==> src/rtl/piso_tx.sv <==
// piso_tx: parallel-in serial-out transmitter with a one-word holding register.
//
// Serializes WIDTH-bit words LSB first, optionally followed by one even-parity
// bit. A pending word in the holding register starts in the cycle right after
// the previous frame's last bit, so back-to-back frames have no gap.
//
// Parameters:
//   WIDTH      data word width in bits (2..16)
//   PARITY_EN  1 appends an even-parity bit after the data bits
// Ports:
//   clk          clock, rising edge
//   rst          asynchronous active-low reset
//   din          parallel word to serialize
//   din_valid    din holds a valid word
//   din_ready    a word can be accepted this cycle (holding register empty)
//   sout         serial data, LSB first
//   sout_valid   sout carries a frame bit this cycle
//   frame_start  sout carries bit 0 of a word this cycle
//   busy         shifter active or holding register occupied
module piso_tx #(
  parameter int unsigned WIDTH     = 4,
  parameter int unsigned PARITY_EN = 0
) (
  input  logic             clk,
  input  logic             rst,
  input  logic [WIDTH-1:0] din,
  input  logic             din_valid,
  output logic             din_ready,
  output logic             sout,
  output logic             sout_valid,
  output logic             frame_start,
  output logic             busy
);

  localparam int unsigned CntW = $clog2(WIDTH + 1);
  localparam logic [CntW-1:0] LastCnt = CntW'(WIDTH - 1);

  typedef enum logic [1:0] {StIdle, StData, StParity} state_e;

  state_e           state_q, state_d;
  logic [CntW-1:0]  cnt_q, cnt_d;
  logic [WIDTH-1:0] shift_q, shift_d;
  logic [WIDTH-1:0] hold_q, hold_d;
  logic             hold_full_q, hold_full_d;
  logic             par_q, par_d;
  logic             sout_q, sout_d;
  logic             valid_q, valid_d;
  logic             fs_q, fs_d;

  logic accept;
  logic data_done;
  logic last_bit;

  assign accept    = din_valid & ~hold_full_q;
  assign data_done = (state_q == StData) && (cnt_q == LastCnt);
  // Cycle in which the shifter drives the final bit of the current frame.
  assign last_bit  = (data_done && (PARITY_EN == 0)) || (state_q == StParity);

  // State register
  always_ff @(posedge clk or negedge rst) begin
    if (!rst) begin
      state_q     <= StIdle;
      cnt_q       <= '0;
      shift_q     <= '0;
      hold_q      <= '0;
      hold_full_q <= 1'b0;
      par_q       <= 1'b0;
      sout_q      <= 1'b0;
      valid_q     <= 1'b0;
      fs_q        <= 1'b0;
    end else begin
      state_q     <= state_d;
      cnt_q       <= cnt_d;
      shift_q     <= shift_d;
      hold_q      <= hold_d;
      hold_full_q <= hold_full_d;
      par_q       <= par_d;
      sout_q      <= sout_d;
      valid_q     <= valid_d;
      fs_q        <= fs_d;
    end
  end

  // Next-state and datapath
  always_comb begin
    state_d     = state_q;
    cnt_d       = cnt_q;
    shift_d     = shift_q;
    hold_d      = hold_q;
    hold_full_d = hold_full_q;
    par_d       = par_q;

    unique case (state_q)
      StIdle: begin
        if (accept) begin
          state_d = StData;
          shift_d = din;
          par_d   = ^din;
          cnt_d   = '0;
        end
      end
      StData: begin
        if (!data_done) begin
          shift_d = shift_q >> 1;
          cnt_d   = cnt_q + CntW'(1);
        end else if (PARITY_EN != 0) begin
          state_d = StParity;
        end
      end
      StParity: ;
      default: state_d = StIdle;
    endcase

    // End of frame: the held word has priority over a fresh one so order is kept.
    if (last_bit) begin
      if (hold_full_q) begin
        state_d     = StData;
        shift_d     = hold_q;
        par_d       = ^hold_q;
        cnt_d       = '0;
        hold_full_d = 1'b0;
      end else if (accept) begin
        state_d = StData;
        shift_d = din;
        par_d   = ^din;
        cnt_d   = '0;
      end else begin
        state_d = StIdle;
        cnt_d   = '0;
      end
    end

    // A word that cannot go straight into the shifter waits in the holding register.
    if (accept && (state_q != StIdle) && (!last_bit || hold_full_q)) begin
      hold_d      = din;
      hold_full_d = 1'b1;
    end
  end

  // Registered outputs, computed from the next state
  always_comb begin
    sout_d  = 1'b0;
    valid_d = 1'b0;
    fs_d    = 1'b0;
    case (state_d)
      StData: begin
        sout_d  = shift_d[0];
        valid_d = 1'b1;
        fs_d    = (cnt_d == '0);
      end
      StParity: begin
        sout_d  = par_d;
        valid_d = 1'b1;
      end
      default: ;
    endcase
  end

  assign din_ready   = ~hold_full_q;
  assign sout        = sout_q;
  assign sout_valid  = valid_q;
  assign frame_start = fs_q;
  assign busy        = (state_q != StIdle) || hold_full_q;

endmodule

==> config.mk <==
export PLATFORM = sky130hd
export DESIGN_NAME = piso_tx
export DESIGN_NICKNAME = d
export VERILOG_FILES = /design/src/rtl/piso_tx.sv
export SDC_FILE = /design/constraint.sdc
export NUM_CORES = 1
export LEC_CHECK = 0
export CAP_MARGIN = 20
export CORE_MARGIN = 4
export CORE_UTILIZATION = 55
export DETAILED_ROUTE_END_ITERATION = 10
export GPL_TIMING_DRIVEN = 1
export PLACE_DENSITY = 0.87
export SLEW_MARGIN = 20
export SYNTH_ARGS = -nofsm -noshare
export SYNTH_HDL_FRONTEND = slang
export SYNTH_SLANG_ARGS = --single-unit
export TNS_END_PERCENT = 30
==> constraint.sdc <==
create_clock -name clk -period 2.2 [get_ports clk]
set_input_delay 0.33 -clock clk [delete_from_list [all_inputs] [get_ports clk]]
set_output_delay 0.33 -clock clk [all_outputs]
set_load 0.05 [all_outputs]
==> results by group, run 1 <==
Setup path
  • Worst path cell trace: inv_1, clkdlybuf4s50_1
  • CP Depth: 2
  • CP top delay family: buffers and inverters
  • Crit path buffers/inverters: 2
  • R2R depth: 6
  • Reg2Reg Setup Slack: 270 ps
  • Crit-path max FO: 10
  • Crit-path max cell delay: a little over 800 ps
  • Highest-delay cell along the critical path: clkdlybuf4s50_1
  • Setup CP Type: reg2out
  • Startpoint type of the worst setup path: register
  • Critical Path RT: 1870 ps
  • CP arrival: ~1800 ps
  • Setup crit end kind: primary output

Drt
  • Post-DRT Antenna Nets: 0
  • Pre-antenna DRT Iters: 4
  • Initial DRC Count: 48
  • Routed Wire Length: roughly 2.4 mm
  • Vias after detailed routing: ~940
  • Vias per cell: between 5 and 6
  • Wire per inst: between 15 and 20 µm
  • Residual DRC count: 0

Outcome
  • Run status: completed

Clock network
  • Post-CTS Setup Inserts: 0
  • Cts hold-fix bufs: 0
  • Clock Pin Slew Worst Setup and Hold Paths: ~110 ps
  • CTS resizes: 0
  • H-tree Lvls: 1
  • CTS Buf Count: 3
  • Root Buffer: clkbuf_4
  • CTS tree: built
  • Clock buffer depth: 2
  • Skew-Pair Late Insertion Delay: 310 ps
  • Clock Sinks: 18

STA
  • Total Neg Setup Slack: 0 ps
  • Final setup fails: 0
  • Tmin final: between 2000 and 2500 ps
  • Max Slew Vio Count: 0
  • Layout Skew: ~9.4 ps
  • RSZ-0062 raised after global routing: no
  • Final Hold Viols: 0
  • Slew @ Worst Pin: ~530 ps
  • Fin crit share: between 90% and 100%
  • Fmax: 471 MHz
  • Max_slew headroom: between 60% and 70%

Final layout
  • Area Overhead vs Synth: 15.0%
  • N_diodes: 0
  • Share of cells above drive strength 1: between 15 and 20%
  • Multi-input gate area: 626 µm²
  • Layout fillers: 170
  • Post-Layout Cell Count: 158
  • Final #Nets: approximately 140
  • Reg area: around 450 µm²

Floorplanning
  • Core box area: 0.00196 mm²
  • Die ar.: approximately 0.0029 mm²
  • Die H: 53.5 µm
  • Die width: approximately 53 µm
  • I/O pins: 12
  • Initial Utilization: between 50% and 60%
  • Row count: 16

Pwr
  • Pint: 0.949 mW
  • Net Switching: slightly above 0.7 mW
  • Leak: around 0.54 nW
  • Pwr dens: around 1300 mW/mm²
  • Peak supply drop: roughly 0.83 mV
  • Reg power frac: 37.5%
  • Sw Share: a little over two fifths
  • Clock power share: between 10 and 15%
  • Comb pwr share: between 40% and 50%

GRT
  • Total global-route track usage: between 10% and 20%
  • Total gr overflow: 0
  • Initial antenna violation count: 0
  • Largest net degree at the start of global routing: 19
  • Number of global-route vias before repair: approximately 900
  • First-pass GRT wire length: 3.87 mm

Synthesis
  • Syn Inst Count: between 100 and 150
  • Post-synth EDFFs: 0
  • Post-synth cell types: 45
  • Sequential area share after synthesis: 39.6%
  • Mapped Avg Cell Area: ~9.5 µm²
  • Mapped Area: about 0.0011 mm²
  • Prevailing post-synth register cell: dfrtp_1
  • Post-synthesis register bit count: 18
  • Post-synthesis async set-or-reset flop share: 100%
  • Synthesis Warnings: 0

Placed design
  • Global placement routability congestion: around 0.85
  • Hpwl dp: between 1.5 and 2 mm
  • I/O Buffers: 11
  • Placed cells: between 150 and 200

Job
  • Max-cap violations: 0

Worst hold path
  • Worst Hold Class: in2async
[synthesized netlist by cell type, types with 2 or more instances]
library cell	number	area [µm²]
dfrtp_1	18	450
nor2_1	7	26.3
a31oi_1	6	37.5
mux2_2	6	67.6
nand2_1	6	22.5
inv_1	5	18.8
nand3_1	5	25.0
xnor2_1	5	43.8
a21oi_1	4	20.0
ha_1	4	50.1
o21ai_0	4	20.0
o21ai_1	4	20.0
a22oi_1	3	22.5
buf_2	3	15.0
clkbuf_1	3	11.3
nor3_1	3	15.0
a22o_1	2	17.5
conb_1	2	7.51
o22ai_1	2	12.5
o32ai_1	2	17.5
[logic make-up (layout without fill, tap and decap cells)]
| logic type | count (synthesis) | after routing | synth area share, % |
|---|---|---|---|
| flip-flops | 18 | 18 | 39.6 |
| buffers and inverters | 14 | 25 | 5.62 |
| other | 2 | 3 | 0.661 |
| adder cells (fa/ha/maj) | 4 | 4 | 4.41 |
| XOR/XNOR | 6 | 6 | 4.63 |
| AND/OR/NAND/NOR | 35 | 35 | 18.1 |
| AO/OA/AOI/OAI | 33 | 33 | 20.2 |
| multiplexers | 7 | 7 | 6.83 |
[final cells by class]
| type | count | share of cell area (%) |
|---|---|---|
| inverter | 6 | 1.72 |
| multi-input combinational | 88 | 47.9 |
| sequential | 18 | 34.5 |
| clock buffer | 4 | 2.78 |
| timing repair buffer | 15 | 10.5 |
| tap | 27 | 2.59 |
[worst reg2reg max path, delay by kind of cell, from the launching register on]
kind,cells,cell delay [ps]
fa+ha+maj,2,400
mux,1,190
simple gates,2,460
flops,1,430
compound gates,1,340
[per-layer routing]
metal,global-route usage [%],share of wire (%),vias to the layer above
met5,0,0,-
met4,8.09,0.72,0
met3,3.38,5.8,2
met2,30.2,50,32
met1,23.9,43,455
li1,-,-,455
[sequential cells by signal (all words and copies together), names as in the netlist]
signal       cells
hold_q           4
shift_q          4
cnt_q            3
state_q          2
frame_start      1
hold_full_q      1
par_q            1
sout             1
sout_valid       1
[final timing paths]
kind                                  start    endpoint
min in group clk                  hold_q[1]   hold_q[1]
worst min-delay path                    rst  shift_q[0]
worst min register to register    hold_q[1]   hold_q[1]
max in group asynchronous               rst  state_q[0]
worst max register to register     cnt_q[0]       par_q
worst max-delay path            hold_full_q   din_ready
[power by group through the flow]
stage                     Clock (mW)  Combinational, mW  Sequential, mW
after floorplan                    0              0.647           0.616
after global placement             0              0.800           0.618
after detailed placement           0              0.819           0.629
after CTS                      0.216              0.823           0.620
after global routing           0.224              0.908           0.637
final                          0.211              0.826           0.623
[layout by cell type (no fill, tap or decap), types with 3 or more instances in the layout]
master / Yosys / routed
a31oi_1: 6 / 6
nand2_1: 6 / 6
nand3_1: 5 / 5
o21ai_0: 4 / 4
a21oi_1: 4 / 4
buf_4: 1 / 5
o21ai_1: 4 / 4
xnor2_1: 5 / 5
nor2_1: 7 / 7
nor3_1: 3 / 3
dfrtp_1: 18 / 18
conb_1: 2 / 3
inv_1: 5 / 5
clkbuf_4: 1 / 3
mux2_2: 6 / 6
clkdlybuf4s50_1: 0 / 10
a22oi_1: 3 / 3
ha_1: 4 / 4
[per-stage QoR]
step           worst slack, ps  hold slack, ps  instance area [µm²]  power, mW  util, %
3_3_place_gp               256             541                 1270       1.42     64.7
4_1_cts                   79.3             339                 1310       1.66     66.6
3_5_place_dp               185             545                 1270       1.45     64.7
5_1_grt                   4.81             381                 1310       1.77     66.6
6_report                  77.2             332                 1310       1.66     66.6
2_1_floorplan              452            34.4                 1140       1.26        -
No activity file was read; power rests on OpenSTA's default activity.
==> run 2, diff against run 1 <==
Settings changed: PLACE_DENSITY 0.87 to 0.86, TNS_END_PERCENT 30 to 20.
==> run 2 against run 1 <==
  * Core utilization up 0.64 points
  * Final cell count unchanged
  * Via count up 1.3%
  * Largest cell class unchanged
==> results by group, run 2 (synthesis results as in run 1) <==
Outcome
  • Run status: completed

STA
  • RSZ-0062 raised after global routing: no
  • Total Neg Setup Slack: 0 ps
  • Max_slew headroom: ~63%
  • Tmin final: ~2100 ps
  • Fin crit share: between 90% and 100%
  • Layout Skew: ~5 ps
  • Slew @ Worst Pin: roughly 560 ps
  • Final Hold Viols: 0
  • Max Slew Vio Count: 0
  • Final setup fails: 0
  • Hold WS: about 350 ps
  • Fmax: ~480 MHz

Setup path
  • Startpoint type of the worst setup path: register
  • Setup CP Type: reg2out
  • Crit-path max cell delay: approximately 800 ps
  • CP arrival: approximately 1800 ps
  • Highest-delay cell along the critical path: clkdlybuf4s50_1
  • Worst path cell trace: inv_1, clkdlybuf4s50_1
  • Critical Path RT: between 1500 and 2000 ps
  • Reg2Reg Setup Slack: about 210 ps
  • Crit-path max FO: 10
  • Setup crit end kind: primary output

Final layout
  • Most common cell after layout, fill and taps aside: dfrtp_1
  • Biggest regs: hold_q: 4 flops, shift_q: 4 flops, cnt_q: 3 flops
  • N_diodes: 0
  • Multi-input gate area: about 640 µm²
  • Final #Nets: 143
  • Cell area after layout: ~0.0013 mm²
  • Final Util: between 60% and 70%
  • Commonest non-fill, non-tap cells in the layout: dfrtp_1, clkdlybuf4s50_1, nor2_1
  • Reg area: roughly 450 µm²
  • Area Overhead vs Synth: 16.1%
  • Layout fillers: between 150 and 200
  • Share of cells above drive strength 1: between 15 and 20%

Drt
  • Post-DRT Antenna Nets: 0
  • Pre-antenna DRT Iters: 4
  • Vias per cell: a little over 6
  • Vias after detailed routing: 956
  • Residual DRC count: 0
  • Wire per inst: approximately 16 µm
  • Initial DRC Count: 46
  • Routed Wire Length: ~2.6 mm

Clock network
  • Clock Sinks: 18
  • Cts hold-fix bufs: 0
  • Skew-Pair Late Insertion Delay: about 300 ps
  • Clock buffer depth: 2
  • Clock Pin Slew Worst Setup and Hold Paths: ~100 ps
  • CTS Buf Count: 3
  • H-tree Lvls: 1
  • Post-CTS Setup Inserts: 0
  • CTS tree: built
  • Root Buffer: clkbuf_4

Floorplanning
  • Initial Utilization: approximately 58%
  • Row count: 16
  • Core box area: roughly 0.0020 mm²
  • Die ar.: around 0.0029 mm²
  • I/O pins: 12
  • Die H: 53.5 µm
  • Die width: 53.5 µm

GRT
  • Initial antenna violation count: 0
  • Total gr overflow: 0
  • First-pass GRT wire length: 4.24 mm
  • Number of global-route vias before repair: between 900 and 1,000
  • Largest net degree at the start of global routing: 19
  • Total global-route track usage: slightly above 20%

Job
  • Max-cap violations: 0

Worst hold path
  • Worst Hold Class: in2async

Pwr
  • Pwr dens: approximately 1300 mW/mm²
  • Total power: about 1.7 mW
  • Peak supply drop: ~0.84 mV
  • Leak: between 0.5 and 0.6 nW

Placed design
  • Global placement routability congestion: 0.865
  • DP Area: about 0.0013 mm²
  • I/O Buffers: 11
  • Hpwl dp: 1.99 mm
## run 2: cell count changes in the layout (fill, tap and decap cells not counted)
cell     before  now
mux2i_4       0    1
mux2i_1       1    0
## run 2: cell type report
cell class	instances	share of cell area (%)
clock buffer	4	2.75
inverter	6	1.71
multi-input combinational	88	48.4
sequential	18	34.2
tap	27	2.56
timing repair buffer	15	10.4
## run 2: critical path: cells and delay by family, from the launching register on
kind	cells	cell delay, ps
buffers and inverters	2	950
flip-flops	1	520
## run 2: final timing paths
| path | startpoint | end | depth (start not counted) |
|---|---|---|---|
| min in group clk | hold_q[3] | hold_q[3] | 1 |
| max in group asynchronous | rst | sout | 2 |
| min reg2reg | hold_q[3] | hold_q[3] | 1 |
| max | hold_full_q | din_ready | 2 |
| min | rst | hold_q[1] | 2 |
| max reg2reg | cnt_q[0] | par_q | 6 |
## run 2: power by group
group	total, mW	internal, mW	switching (mW)
registers	0.632	0.469	0.163
clock network	0.204	0.101	0.103
logic	0.849	0.387	0.462
## run 2: through the flow
| stage | cells | setup slack, ps |
|---|---|---|
| after global routing | 158 | 26.3 |
| after global placement | 154 | 215 |
| after detailed placement | 154 | 184 |
| final | 158 | 96.8 |
| after floorplan | 120 | 452 |
| after CTS | 158 | 91.0 |
## run 2: layer usage
metal	global-route usage, %	routed length (µm)	vias to the layer above
li1	-	-	456
met1	24.9	996	452
met2	34.5	1350	39
met3	4.23	149	9
met4	10.6	65	0
met5	0	0	-
## run 2: what timing repair did
action	CTS	global route
resized for setup	0	2
endpoints found under the setup margin	0	2
hold endpoints to repair	0	0
==> run 3, diff against run 2 <==
Settings changed: MAX_ROUTING_LAYER set to met4.
==> run 3 against run 2 <==
  * Largest power group unchanged
  * Count of clock-buffer cells in the layout did not move
  * Worst hold slack worse by 15 ps
  * Fmax down 0.57%
  * Global-route usage rose by 0.33 points
  * Critical path type unchanged
  * Worst setup slack worse by 12 ps
  * Wire length shrank 3.5%
==> results by group, run 3 (synthesis results as in run 1) <==
Pwr
  • Peak supply drop: around 0.76 mV
  • Pwr dens: about 1300 mW/mm²
  • Total power: 1.67 mW
  • Leak: about 0.54 nW

Setup path
  • Setup CP Type: reg2out
  • Setup crit end kind: primary output
  • CP top delay family: buffers and inverters
  • Reg2reg end: par_q
  • Crit-path max cell delay: 810 ps
  • Highest-delay cell along the critical path: clkdlybuf4s50_1
  • Critical Path RT: 1870 ps
  • Startpoint type of the worst setup path: register
  • Reg2reg start: cnt_q[0]
  • Reg2Reg Setup Slack: about 150 ps
  • CP arrival: 1790 ps
  • Crit path buffers/inverters: 2
  • Worst path cell trace: inv_1, clkdlybuf4s50_1
  • R2R depth: 6
  • Crit-path max FO: 10

Drt
  • Pre-antenna DRT Iters: 4
  • Routed Wire Length: ~2.5 mm
  • Post-DRT Antenna Nets: 0
  • Vias per cell: a little over 6
  • Wire per inst: around 16 µm
  • Initial DRC Count: 34
  • Vias after detailed routing: around 1,000
  • Residual DRC count: 0

STA
  • Max_slew headroom: ~64%
  • Tmin final: between 2000 and 2500 ps
  • Fin worst setup slack: approximately 85 ps
  • Slew @ Worst Pin: roughly 520 ps
  • Total Neg Setup Slack: 0 ps
  • RSZ-0062 raised after global routing: no
  • Final Hold Viols: 0
  • Fmax: about 470 MHz
  • Fin crit share: 96.1%
  • Final setup fails: 0
  • Layout Skew: about 0.46 ps
  • Max Slew Vio Count: 0

Clock network
  • CTS tree: built
  • Clock Pin Slew Worst Setup and Hold Paths: 100 ps
  • CTS resizes: 0
  • Clock Sinks: 18
  • Root Buffer: clkbuf_4
  • Cts hold-fix bufs: 0
  • Clock buffer depth: 2
  • Skew-Pair Late Insertion Delay: roughly 300 ps
  • CTS Buf Count: 3
  • H-tree Lvls: 1
  • Post-CTS Setup Inserts: 0

Final layout
  • Area Overhead vs Synth: 15.0%
  • Final #Nets: between 100 and 150
  • N_diodes: 0
  • Most common cell after layout, fill and taps aside: dfrtp_1
  • Biggest regs: hold_q: 4 flops, shift_q: 4 flops, cnt_q: 3 flops
  • Layout fillers: around 170
  • Commonest non-fill, non-tap cells in the layout: dfrtp_1, clkdlybuf4s50_1, nor2_1
  • Share of cells above drive strength 1: 16.0%
  • Post-Layout Cell Count: between 150 and 200

Floorplanning
  • Initial Utilization: approximately 58%
  • Die ar.: 0.00286 mm²
  • I/O pins: 12
  • Row count: 16
  • Core box area: ~0.0020 mm²
  • Die H: 53.5 µm
  • Die width: about 53 µm

Job
  • Max-cap violations: 0

Placed design
  • I/O Buffers: 11
  • Place WS: around 190 ps
  • Hpwl dp: about 1.9 mm
  • Global placement routability congestion: around 0.91
  • Placed cells: between 150 and 200

GRT
  • Largest net degree at the start of global routing: 19
  • Number of global-route vias before repair: a little over 900
  • Total gr overflow: 0
  • First-pass GRT wire length: ~4.2 mm
  • Initial antenna violation count: 0
  • Total global-route track usage: 21.1%

Outcome
  • Run status: completed

Worst hold path
  • Worst Hold Class: in2async
[run 3: cell count changes in the layout (fill, tap and decap cells not counted)]
cell,change
mux2i_4,-1
mux2i_1,+1
[run 3: area by class of cell]
| class | count | area (µm²) | share of cell area [%] |
|---|---|---|---|
| multi-input combinational | 88 | 626 | 47.9 |
| clock buffer | 4 | 36.3 | 2.78 |
| tap | 27 | 33.8 | 2.59 |
| inverter | 6 | 22.5 | 1.72 |
| sequential | 18 | 450 | 34.5 |
| timing repair buffer | 15 | 138 | 10.5 |
[run 3: worst max-delay path by stage]
stage                      startpoint        end  cells after the start
after global routing         cnt_q[0]      par_q                      6
after CTS                 hold_full_q  din_ready                      2
after floorplan              cnt_q[0]      par_q                      6
after detailed placement     cnt_q[0]      par_q                      6
final                     hold_full_q  din_ready                      2
after global placement       cnt_q[0]      par_q                      6
[run 3: layer usage]
layer / GRT usage, % / vias to the layer above / part of all wire [%]
met1: 25.0 / 462 / 41
li1: - / 459 / -
met2: 33.5 / 39 / 51
met5: - / - / 0
met4: 11.9 / 0 / 3.4
met3: 3.66 / 15 / 4.8
[run 3: where the power goes]
part	internal (mW)	switching, mW
clock network	0.101	0.107
registers	0.469	0.161
logic	0.379	0.452
total	0.949	0.720
[run 3: per-stage QoR]
stage / instance area [µm²] / hold slack, ps / util (%)
5_1_grt: 1310 / 362 / 66.6
4_1_cts: 1310 / 344 / 66.6
6_report: 1310 / 338 / 66.6
2_1_floorplan: 1140 / 34.4 / -
3_5_place_dp: 1270 / 568 / 64.7
3_3_place_gp: 1270 / 551 / 64.7
